File: src/rtl/vga_timing_detector.sv
// vga_timing_detector
// Watches an incoming hsync/vsync pair in the pixel-clock domain. It measures
// the line length in clocks and the frame height in lines, and recovers the
// pixel coordinates. It declares lock once LOCK_FRAMES consecutive frames
// match the expected H_TOTAL x V_TOTAL geometry.
module vga_timing_detector #(
  parameter int H_TOTAL     = 800,
  parameter int V_TOTAL     = 525,
  parameter int LOCK_FRAMES = 2,
  parameter bit HS_POL      = 1'b0,
  parameter bit VS_POL      = 1'b0
) (
  input  logic        clk,
  input  logic        rst_n,
  input  logic        hsync,
  input  logic        vsync,
  output logic [9:0]  x,
  output logic [9:0]  y,
  output logic        line_start,
  output logic        frame_start,
  output logic [10:0] h_total_meas,
  output logic [10:0] v_total_meas,
  output logic        locked,
  output logic        sync_err
);

  localparam logic [1:0]  ST_SEARCH  = 2'd0;
  localparam logic [1:0]  ST_MEASURE = 2'd1;
  localparam logic [1:0]  ST_LOCKED  = 2'd2;

  localparam logic [9:0]  CNT_MAX = 10'h3FF;
  localparam logic [10:0] H_EXP   = 11'(H_TOTAL);
  localparam logic [10:0] V_EXP   = 11'(V_TOTAL);
  localparam logic [3:0]  LOCK_N  = 4'(LOCK_FRAMES);

  logic        hs_act, vs_act;
  logic        hs_prev_q, vs_prev_q;
  logic        hs_edge, vs_edge;
  logic [9:0]  x_q, x_d, y_q, y_d;
  logic [10:0] x_plus1, y_plus_hs;
  logic [10:0] h_meas_q, v_meas_q;
  logic        line_start_q, frame_start_q, sync_err_q;
  logic        h_valid_q;
  logic [1:0]  state_q, state_d;
  logic [3:0]  good_cnt_q, good_cnt_d;
  logic        frame_bad_q, frame_bad_d;
  logic        line_viol, stall_viol, frame_viol, viol;

  // Normalise both syncs to active-high, then detect the inactive->active edge.
  assign hs_act  = (hsync == HS_POL);
  assign vs_act  = (vsync == VS_POL);
  assign hs_edge = hs_act & ~hs_prev_q;
  assign vs_edge = vs_act & ~vs_prev_q;

  // An 11-bit sum holds a saturated count of 1023 plus one without wrapping.
  // A vsync edge that coincides with an hsync edge counts that line toward
  // the frame that is ending.
  assign x_plus1   = {1'b0, x_q} + 11'd1;
  assign y_plus_hs = {1'b0, y_q} + {10'd0, hs_edge};

  assign x_d = hs_edge         ? 10'd0   :
               (x_q == CNT_MAX) ? CNT_MAX : x_plus1[9:0];
  assign y_d = vs_edge         ? 10'd0   :
               y_plus_hs[10]   ? CNT_MAX : y_plus_hs[9:0];

  // Stall fires on the single cycle in which x steps onto its ceiling, so it
  // pulses once per stall and is re-armed when the next hsync edge clears x.
  assign line_viol  = hs_edge & h_valid_q & (x_plus1 != H_EXP);
  assign stall_viol = h_valid_q & ~hs_edge & (x_q == CNT_MAX - 10'd1);
  assign frame_viol = vs_edge & (state_q != ST_SEARCH) & (y_plus_hs != V_EXP);
  assign viol       = line_viol | stall_viol | frame_viol;

  // Lock state machine: count consecutive clean frames, drop on any violation.
  always_comb begin
    // NOTE: every variable gets a default before the case so no path infers a latch.
    state_d     = state_q;
    good_cnt_d  = good_cnt_q;
    frame_bad_d = frame_bad_q;
    case (state_q)
      ST_SEARCH: begin
        if (vs_edge) begin
          state_d     = ST_MEASURE;
          good_cnt_d  = 4'd0;
          frame_bad_d = 1'b0;
        end
      end
      ST_MEASURE: begin
        if (vs_edge) begin
          frame_bad_d = 1'b0;
          if (frame_bad_q | viol) good_cnt_d = 4'd0;
          else                    good_cnt_d = good_cnt_q + 4'd1;
          if (good_cnt_d == LOCK_N) state_d = ST_LOCKED;
        end else if (viol) begin
          frame_bad_d = 1'b1;
        end
      end
      ST_LOCKED: begin
        if (viol) begin
          // A violation on a vsync edge belongs to the frame that just ended,
          // so the new frame starts clean; otherwise the current frame is bad.
          state_d     = ST_MEASURE;
          good_cnt_d  = 4'd0;
          frame_bad_d = ~vs_edge;
        end else if (vs_edge) begin
          frame_bad_d = 1'b0;
        end
      end
      default: begin
        state_d     = ST_SEARCH;
        good_cnt_d  = 4'd0;
        frame_bad_d = 1'b0;
      end
    endcase
  end

  // Edge history, counters, measurements and event pulses.
  always_ff @(posedge clk or negedge rst_n) begin
    if (!rst_n) begin
      // Prior samples reset to "active" so a sync held active across reset
      // does not produce a false edge on release.
      hs_prev_q     <= 1'b1;
      vs_prev_q     <= 1'b1;
      x_q           <= 10'd0;
      y_q           <= 10'd0;
      h_meas_q      <= 11'd0;
      v_meas_q      <= 11'd0;
      line_start_q  <= 1'b0;
      frame_start_q <= 1'b0;
      sync_err_q    <= 1'b0;
      h_valid_q     <= 1'b0;
    end else begin
      // NOTE: non-blocking assignments so every register samples pre-edge values.
      hs_prev_q     <= hs_act;
      vs_prev_q     <= vs_act;
      x_q           <= x_d;
      y_q           <= y_d;
      if (hs_edge) h_meas_q <= x_plus1;
      if (vs_edge) v_meas_q <= y_plus_hs;
      line_start_q  <= hs_edge;
      frame_start_q <= vs_edge;
      sync_err_q    <= viol;
      h_valid_q     <= h_valid_q | hs_edge;
    end
  end

  // Lock state registers.
  always_ff @(posedge clk or negedge rst_n) begin
    if (!rst_n) begin
      state_q     <= ST_SEARCH;
      good_cnt_q  <= 4'd0;
      frame_bad_q <= 1'b0;
    end else begin
      state_q     <= state_d;
      good_cnt_q  <= good_cnt_d;
      frame_bad_q <= frame_bad_d;
    end
  end

  assign x            = x_q;
  assign y            = y_q;
  assign line_start   = line_start_q;
  assign frame_start  = frame_start_q;
  assign h_total_meas = h_meas_q;
  assign v_total_meas = v_meas_q;
  assign locked       = (state_q == ST_LOCKED);
  assign sync_err     = sync_err_q;

endmodule

File: config.mk
export PLATFORM = sky130hd
export DESIGN_NAME = vga_timing_detector
export DESIGN_NICKNAME = d
export VERILOG_FILES = /design/src/rtl/vga_timing_detector.sv
export SDC_FILE = /design/constraint.sdc
export NUM_CORES = 1
export LEC_CHECK = 0
export CAP_MARGIN = 20
export CORE_MARGIN = 1
export CORE_UTILIZATION = 51
export DETAILED_ROUTE_END_ITERATION = 8
export GPL_TIMING_DRIVEN = 0
export PLACE_DENSITY = 0.79
export REMOVE_ABC_BUFFERS = 1
export SLEW_MARGIN = 25
export SYNTH_ARGS = -nofsm -noshare
export SYNTH_HDL_FRONTEND = slang
export SYNTH_SLANG_ARGS = --single-unit
export TNS_END_PERCENT = 20
File: constraint.sdc
create_clock -name clk -period 4.28 [get_ports clk]
set_input_delay 0.856 -clock clk [delete_from_list [all_inputs] [get_ports clk]]
set_output_delay 0.856 -clock clk [all_outputs]
set_load 0.1 [all_outputs]
After elaboration in Yosys (flattened, before gate mapping) --
Index checks and enable logic that the tools add are counted.
Storage, ports and cells: register bits after elaboration 55, bits of input ports 4, word-level logic and storage cells 71, output and inout port bits 46
Cells by class: eq/ne operators 12, reduce and logical (&&, ||, !) cells 4, multiplexer cells 21, add/subtract/negate cells 3, bitwise operators 18
Operators with widths (number):
- 10-bit 2-to-1 mux | 4
- 4-bit 2-to-1 mux | 6
- 11-bit by 10-bit inequality test with 1-bit output (second input constant) | 2
- 10-bit equality test (second input constant) | 2
- 4-bit one-hot mux with 3 select lines | 1
- 10-bit by 1-bit adder with 11-bit output | 1
- 10-bit by 1-bit adder with 11-bit output (second input constant) | 1
- 1-bit AND | 8
- 2-bit 2-to-1 mux | 4
- 2-bit inequality test (second input constant) | 3
- 1-bit inverter | 6
- 2-bit one-hot mux with 3 select lines | 1
- 4-bit by 1-bit adder with 4-bit output (second input constant) | 1
- 4-bit by 2-bit equality test with 1-bit output (second input constant) | 1
- 1-bit 2-to-1 mux | 4
- 1-bit OR | 4
- 4-bit AND reduction | 1
- 3-bit inequality test (second input constant) | 1
- 1-bit one-hot mux with 3 select lines | 1
- 3-bit AND reduction | 1
- 2-bit by 1-bit equality test with 1-bit output (second input constant) | 1
- 2-bit equality test (second input constant) | 1
- 2-bit logical NOT | 1
- 2-bit by 1-bit inequality test with 1-bit output (second input constant) | 1
- 2-bit nonzero test | 1

Depth between registers and ports, before layout --
depth after elaboration 15, depth in mapped cells 12, depth with buffers taken out 10

Least setup slack after synthesis --
No wires, ideal clock.
path type input to register, from input port hsync, to register good_cnt_q[1], library setup time 0.067 ns, arrival 3.451 ns, path slack 0.762 ns, path buffers 2, stages on the path 12, required time 4.213 ns, cell sequence or2_1 clkbuf_1 inv_2 clkbuf_1 ha_1 ha_1 xnor2_1 or4b_4 nor4b_4 a31oi_2 o32ai_2 a32o_1
Between the ends: cells in the longest elaborated chain, start to end 13, elaborated cells on any way between the ends 20, those cells by class 1 x add/sub; 2 x eq/ne; 5 x mux; 11 x bitwise; 1 x reduce/logical
RTL lines:
- from (decl) | RTL line 15 | input logic hsync,
- 1-bit inverter * | RTL line 50 | assign hs_act = (hsync == HS_POL);
- 1-bit AND * | RTL line 52 | assign hs_edge = hs_act & ~hs_prev_q;
- via hs_edge | RTL line 38 | logic hs_edge, vs_edge;
- branches (longest 4 deep; another with 10-bit by 1-bit adder with 11-bit output)
- 1-bit OR * | RTL line 71 | assign viol = line_viol | stall_viol | frame_viol;
- 1-bit OR | RTL line 90 | if (frame_bad_q | viol) good_cnt_d = 4'd0;
- 4-bit 2-to-1 mux | RTL line 90
- 4-bit 2-to-1 mux | RTL line 88 | if (vs_edge) begin
- 4-bit 2-to-1 mux | RTL line 79 | case (state_q)
- 4-bit 2-to-1 mux | RTL line 88
- 4-bit one-hot mux with 3 select lines | RTL line 79
- to (signal assigned) | RTL line 154 | good_cnt_q <= good_cnt_d;
- to (decl) | RTL line 45 | logic [3:0] good_cnt_q, good_cnt_d;
Mark *: on every way through the listed nets, which the timed path passes. The select of a mux whose other input is x is not followed. A chain may end at the register's enable or synchronous reset.

Worst setup path in the final report --
from input port hsync, to register good_cnt_q[1]
Between the ends: cells in the longest elaborated chain, start to end 13, elaborated cells on any way between the ends 20, those cells by class 1 x add/sub; 2 x eq/ne; 5 x mux; 11 x bitwise; 1 x reduce/logical
RTL lines (RTL line):
- 1-bit inverter * | 50
- 1-bit AND * | 52
- branches (longest 4 deep; another with 10-bit by 1-bit adder with 11-bit output)
- 1-bit OR * | 71
- 1-bit OR | 90
- 4-bit 2-to-1 mux | 90
- 4-bit 2-to-1 mux | 88
- 4-bit 2-to-1 mux | 79
- 4-bit 2-to-1 mux | 88
- 4-bit one-hot mux with 3 select lines | 79
Mark *: on every way between the ends. The select of a mux whose other input is x is not followed.

==> summary.txt <==
dpl hpwl - 3528 µm
Layout Nets - 311
Slew @ Worst Pin - 974.1 ps
Sw Pwr - 694.7 µW
sequential share of the synthesized area - 53.73%
Comb pwr share - 38.5%
Synth Flop Type - dfrtp_1
RSZ-0062 raised after global routing - false
Tcrit/Tclk final - 90.01%
initial antenna violation count - 0
clock power share - 21.9%
first-pass GRT wire length - 8307 µm
layout cells sized above 1 - 6.601%
number of global-route vias before repair - 1772
Rel. slew slack - 34.86%
most frequent cells after synthesis - dfrtp_1, nor2_1, a21oi_1, nand2_1, o21ai_0
Cell Chain, Critical Path - clkdlybuf4s50_1 > or2_2 > inv_2 > ha_1 > ha_1 > xnor2_1 > or4b_4 > nor4b_4 > a31oi_2 > nor2_1 > a32o_1
clk_lat worst skew - 310 ps
Starting DRT DRC Count - 101
I/O pin cnt - 50
area grow syn2layout - 25.40%
part of the power in registers - 39.6%
cell internal pwr - 902.7 µW
Initial Util - 53.62%
All-Layer GR Usage - 20.83%
Crit. End Element - flop
# H-tree levels - 2
worst min-delay path class - reg2reg
VDD IR max - 0.3266 mV
Max FO, Critical Path - 25
CTS tree - yes
Cells after Synth - 256
Ys Warns - 0
sw frac - 43.49%
post-synth cell types - 45
final setup fails - 0
total leakage power - 0.001331 µW
n_diodes - 0
IO Port Bufs - 49
chip width - 72.94 µm
Cell Pwr Density - 496.4 nW/µm²
crit path kind - in2reg
DRT Wirelength - 4978 µm
post-CTS setup buffer count - 0
CP max stage cell - or4b_4
max_cap viols - 0
Congestion Overflow GR - 0
area share of the largest cell type after synthesis - 51.68%
synthesized area - 2566 µm²
drt wl/cell - 13.45 µm
Peak Freq - 0.2596 GHz
Remaining DRCs - 0
Yosys top cell by area - dfrtp_1
Final Hold Fails - 0
standard-cell row count - 25
Worst EP arrival - 4100 ps
status - complete, no violations
largest net degree at the start of global routing - 56
core area - 4786 µm²
Mean Syn Cell Area - 10.02 µm²
startpoint types - input pin
Period minus WS final - 3853 ps
Vias - 1979
number of synthesized flops with an enable pin - 0
Die Area - 5320 µm²
clock tree sinks - 55
most frequent cell after synthesis - dfrtp_1
clk_skew - 8.427 ps
CTS clk-pin slew, worst paths - 90 ps
#FFs+latches synth - 55
Required @ worst endpoint - 4530 ps
DR pass1 iterations - 4
RePlAce Congestion - 0.9035
asr flop ratio synth - 100.0%
most used cell, CP - ha_1
final count of pins violating max slew - 0
worst-case clock buffer depth - 2
TritonCTS Buffers - 5
Overall Power - 1597 µW
drt via density - 5.349
Routed Antenna Nets - 0
leading post-synthesis cells by cell area - dfrtp_1, a21oi_1, xnor2_1
largest stage delay on the critical path - 510 ps
Core Util, Final - 67.24%
chip height - 72.94 µm
Root Buffer - clkbuf_8
## sequential cells by signal (all words and copies together) (netlist names)
register and flops:
frame_start 1, hs_prev_q 1, state_q 2, v_total_meas 11, good_cnt_q 4, line_start 1
h_total_meas 11, y 10, vs_prev_q 1, sync_err 1, h_valid_q 1, frame_bad_q 1
x 10
## per-stage QoR
stage / setup slack [ps] / hold slack, ps / area [µm²] / setup TNS (ps) / instances
6_report: 427.5 / 475.6 / 3218 / 0 / 370
5_1_grt: 174.3 / 522.8 / 3218 / 0 / 370
4_1_cts: 81.75 / 481.2 / 3218 / 0 / 370
3_5_place_dp: -234.2 / 457.0 / 3100 / -1213 / 362
3_3_place_gp: -208.6 / 444.4 / 3103 / -965.6 / 362
2_1_floorplan: 771.2 / 427.5 / 2529 / 0 / 246
## routing by layer
layer | vias up | routed length, µm | GRT usage (%)
met5 | - | 0 | 0
met4 | 0 | 70 | 7.843
met3 | 4 | 196 | 4.558
met2 | 56 | 2328 | 33.23
met1 | 939 | 2383 | 28.02
li1 | 980 | - | -
## critical path: cells and delay by family
kind | cells | cell delay, ps
buffers and inverters | 2 | 680
adder cells (fa/ha/maj) | 2 | 440
XOR/XNOR | 1 | 140
AO/OA/AOI/OAI | 2 | 410
AND/OR/NAND/NOR | 4 | 1570
## worst paths after layout
path	from	to	slack, ps	cells after the start
max	hsync	good_cnt_q[1]	430	11
min	h_valid_q	h_valid_q	480	1
max reg2reg	hs_prev_q	good_cnt_q[1]	930	10
min reg2reg	h_valid_q	h_valid_q	480	1
max in group asynchronous	rst_n	x[0]	3260	1
min in group asynchronous	rst_n	x[8]	580	1
## logic make-up after synthesis
group / after synthesis / share of synthesized area, %
compound gates: 64 / 15.80
xor+xnor: 17 / 5.802
fa+ha+maj: 5 / 2.438
buf+inv: 23 / 3.364
flops: 55 / 53.73
mux: 4 / 1.658
simple gates: 88 / 17.21
## power by group through the flow
stage                     clock network [µW]  registers [µW]  logic, µW
final                                    350             633        615
after global routing                     380             642        648
after CTS                                363             634        619
after detailed placement                   0             644        618
after global placement                     0             641        612
after floorplan                            0            1010       97.0
## timing repair
action,4_1_cts,5_1_grt
endpoints found under the setup margin,0,6
hold buffers,0,0
resized for setup,0,1
## layout by cell type, fill, tap and decap left out, types with 2 or more instances in the layout
master | netlist | layout
nand2_1 | 22 | 22
nor2b_1 | 2 | 2
nand2b_1 | 5 | 5
o21ai_1 | 7 | 7
a21oi_1 | 23 | 23
a221oi_1 | 2 | 2
o31ai_1 | 2 | 2
clkdlybuf4s50_1 | 0 | 48
dfstp_2 | 2 | 2
nor2_1 | 27 | 27
inv_2 | 2 | 2
mux2i_1 | 2 | 2
xnor2_1 | 12 | 12
dfrtp_1 | 53 | 53
o21ai_0 | 14 | 14
clkbuf_8 | 0 | 6
and2_1 | 3 | 3
nand3_1 | 9 | 9
nor3_1 | 6 | 6
ha_1 | 5 | 5
mux2_1 | 2 | 2
a22o_1 | 2 | 2
inv_1 | 11 | 11
o2111ai_1 | 2 | 2
and3_1 | 4 | 4
o21a_1 | 2 | 2
xor2_1 | 5 | 5
## area by class of cell
type	instances	area, µm²
tap	67	83.83
fill	369	1568
inverter	13	48.80
sequential	55	1379
timing repair buffer	49	488.0
clock buffer	6	82.58
clock inverter	2	35.03
multi-input combinational	178	1101
Power figures use the tool's default switching activity.
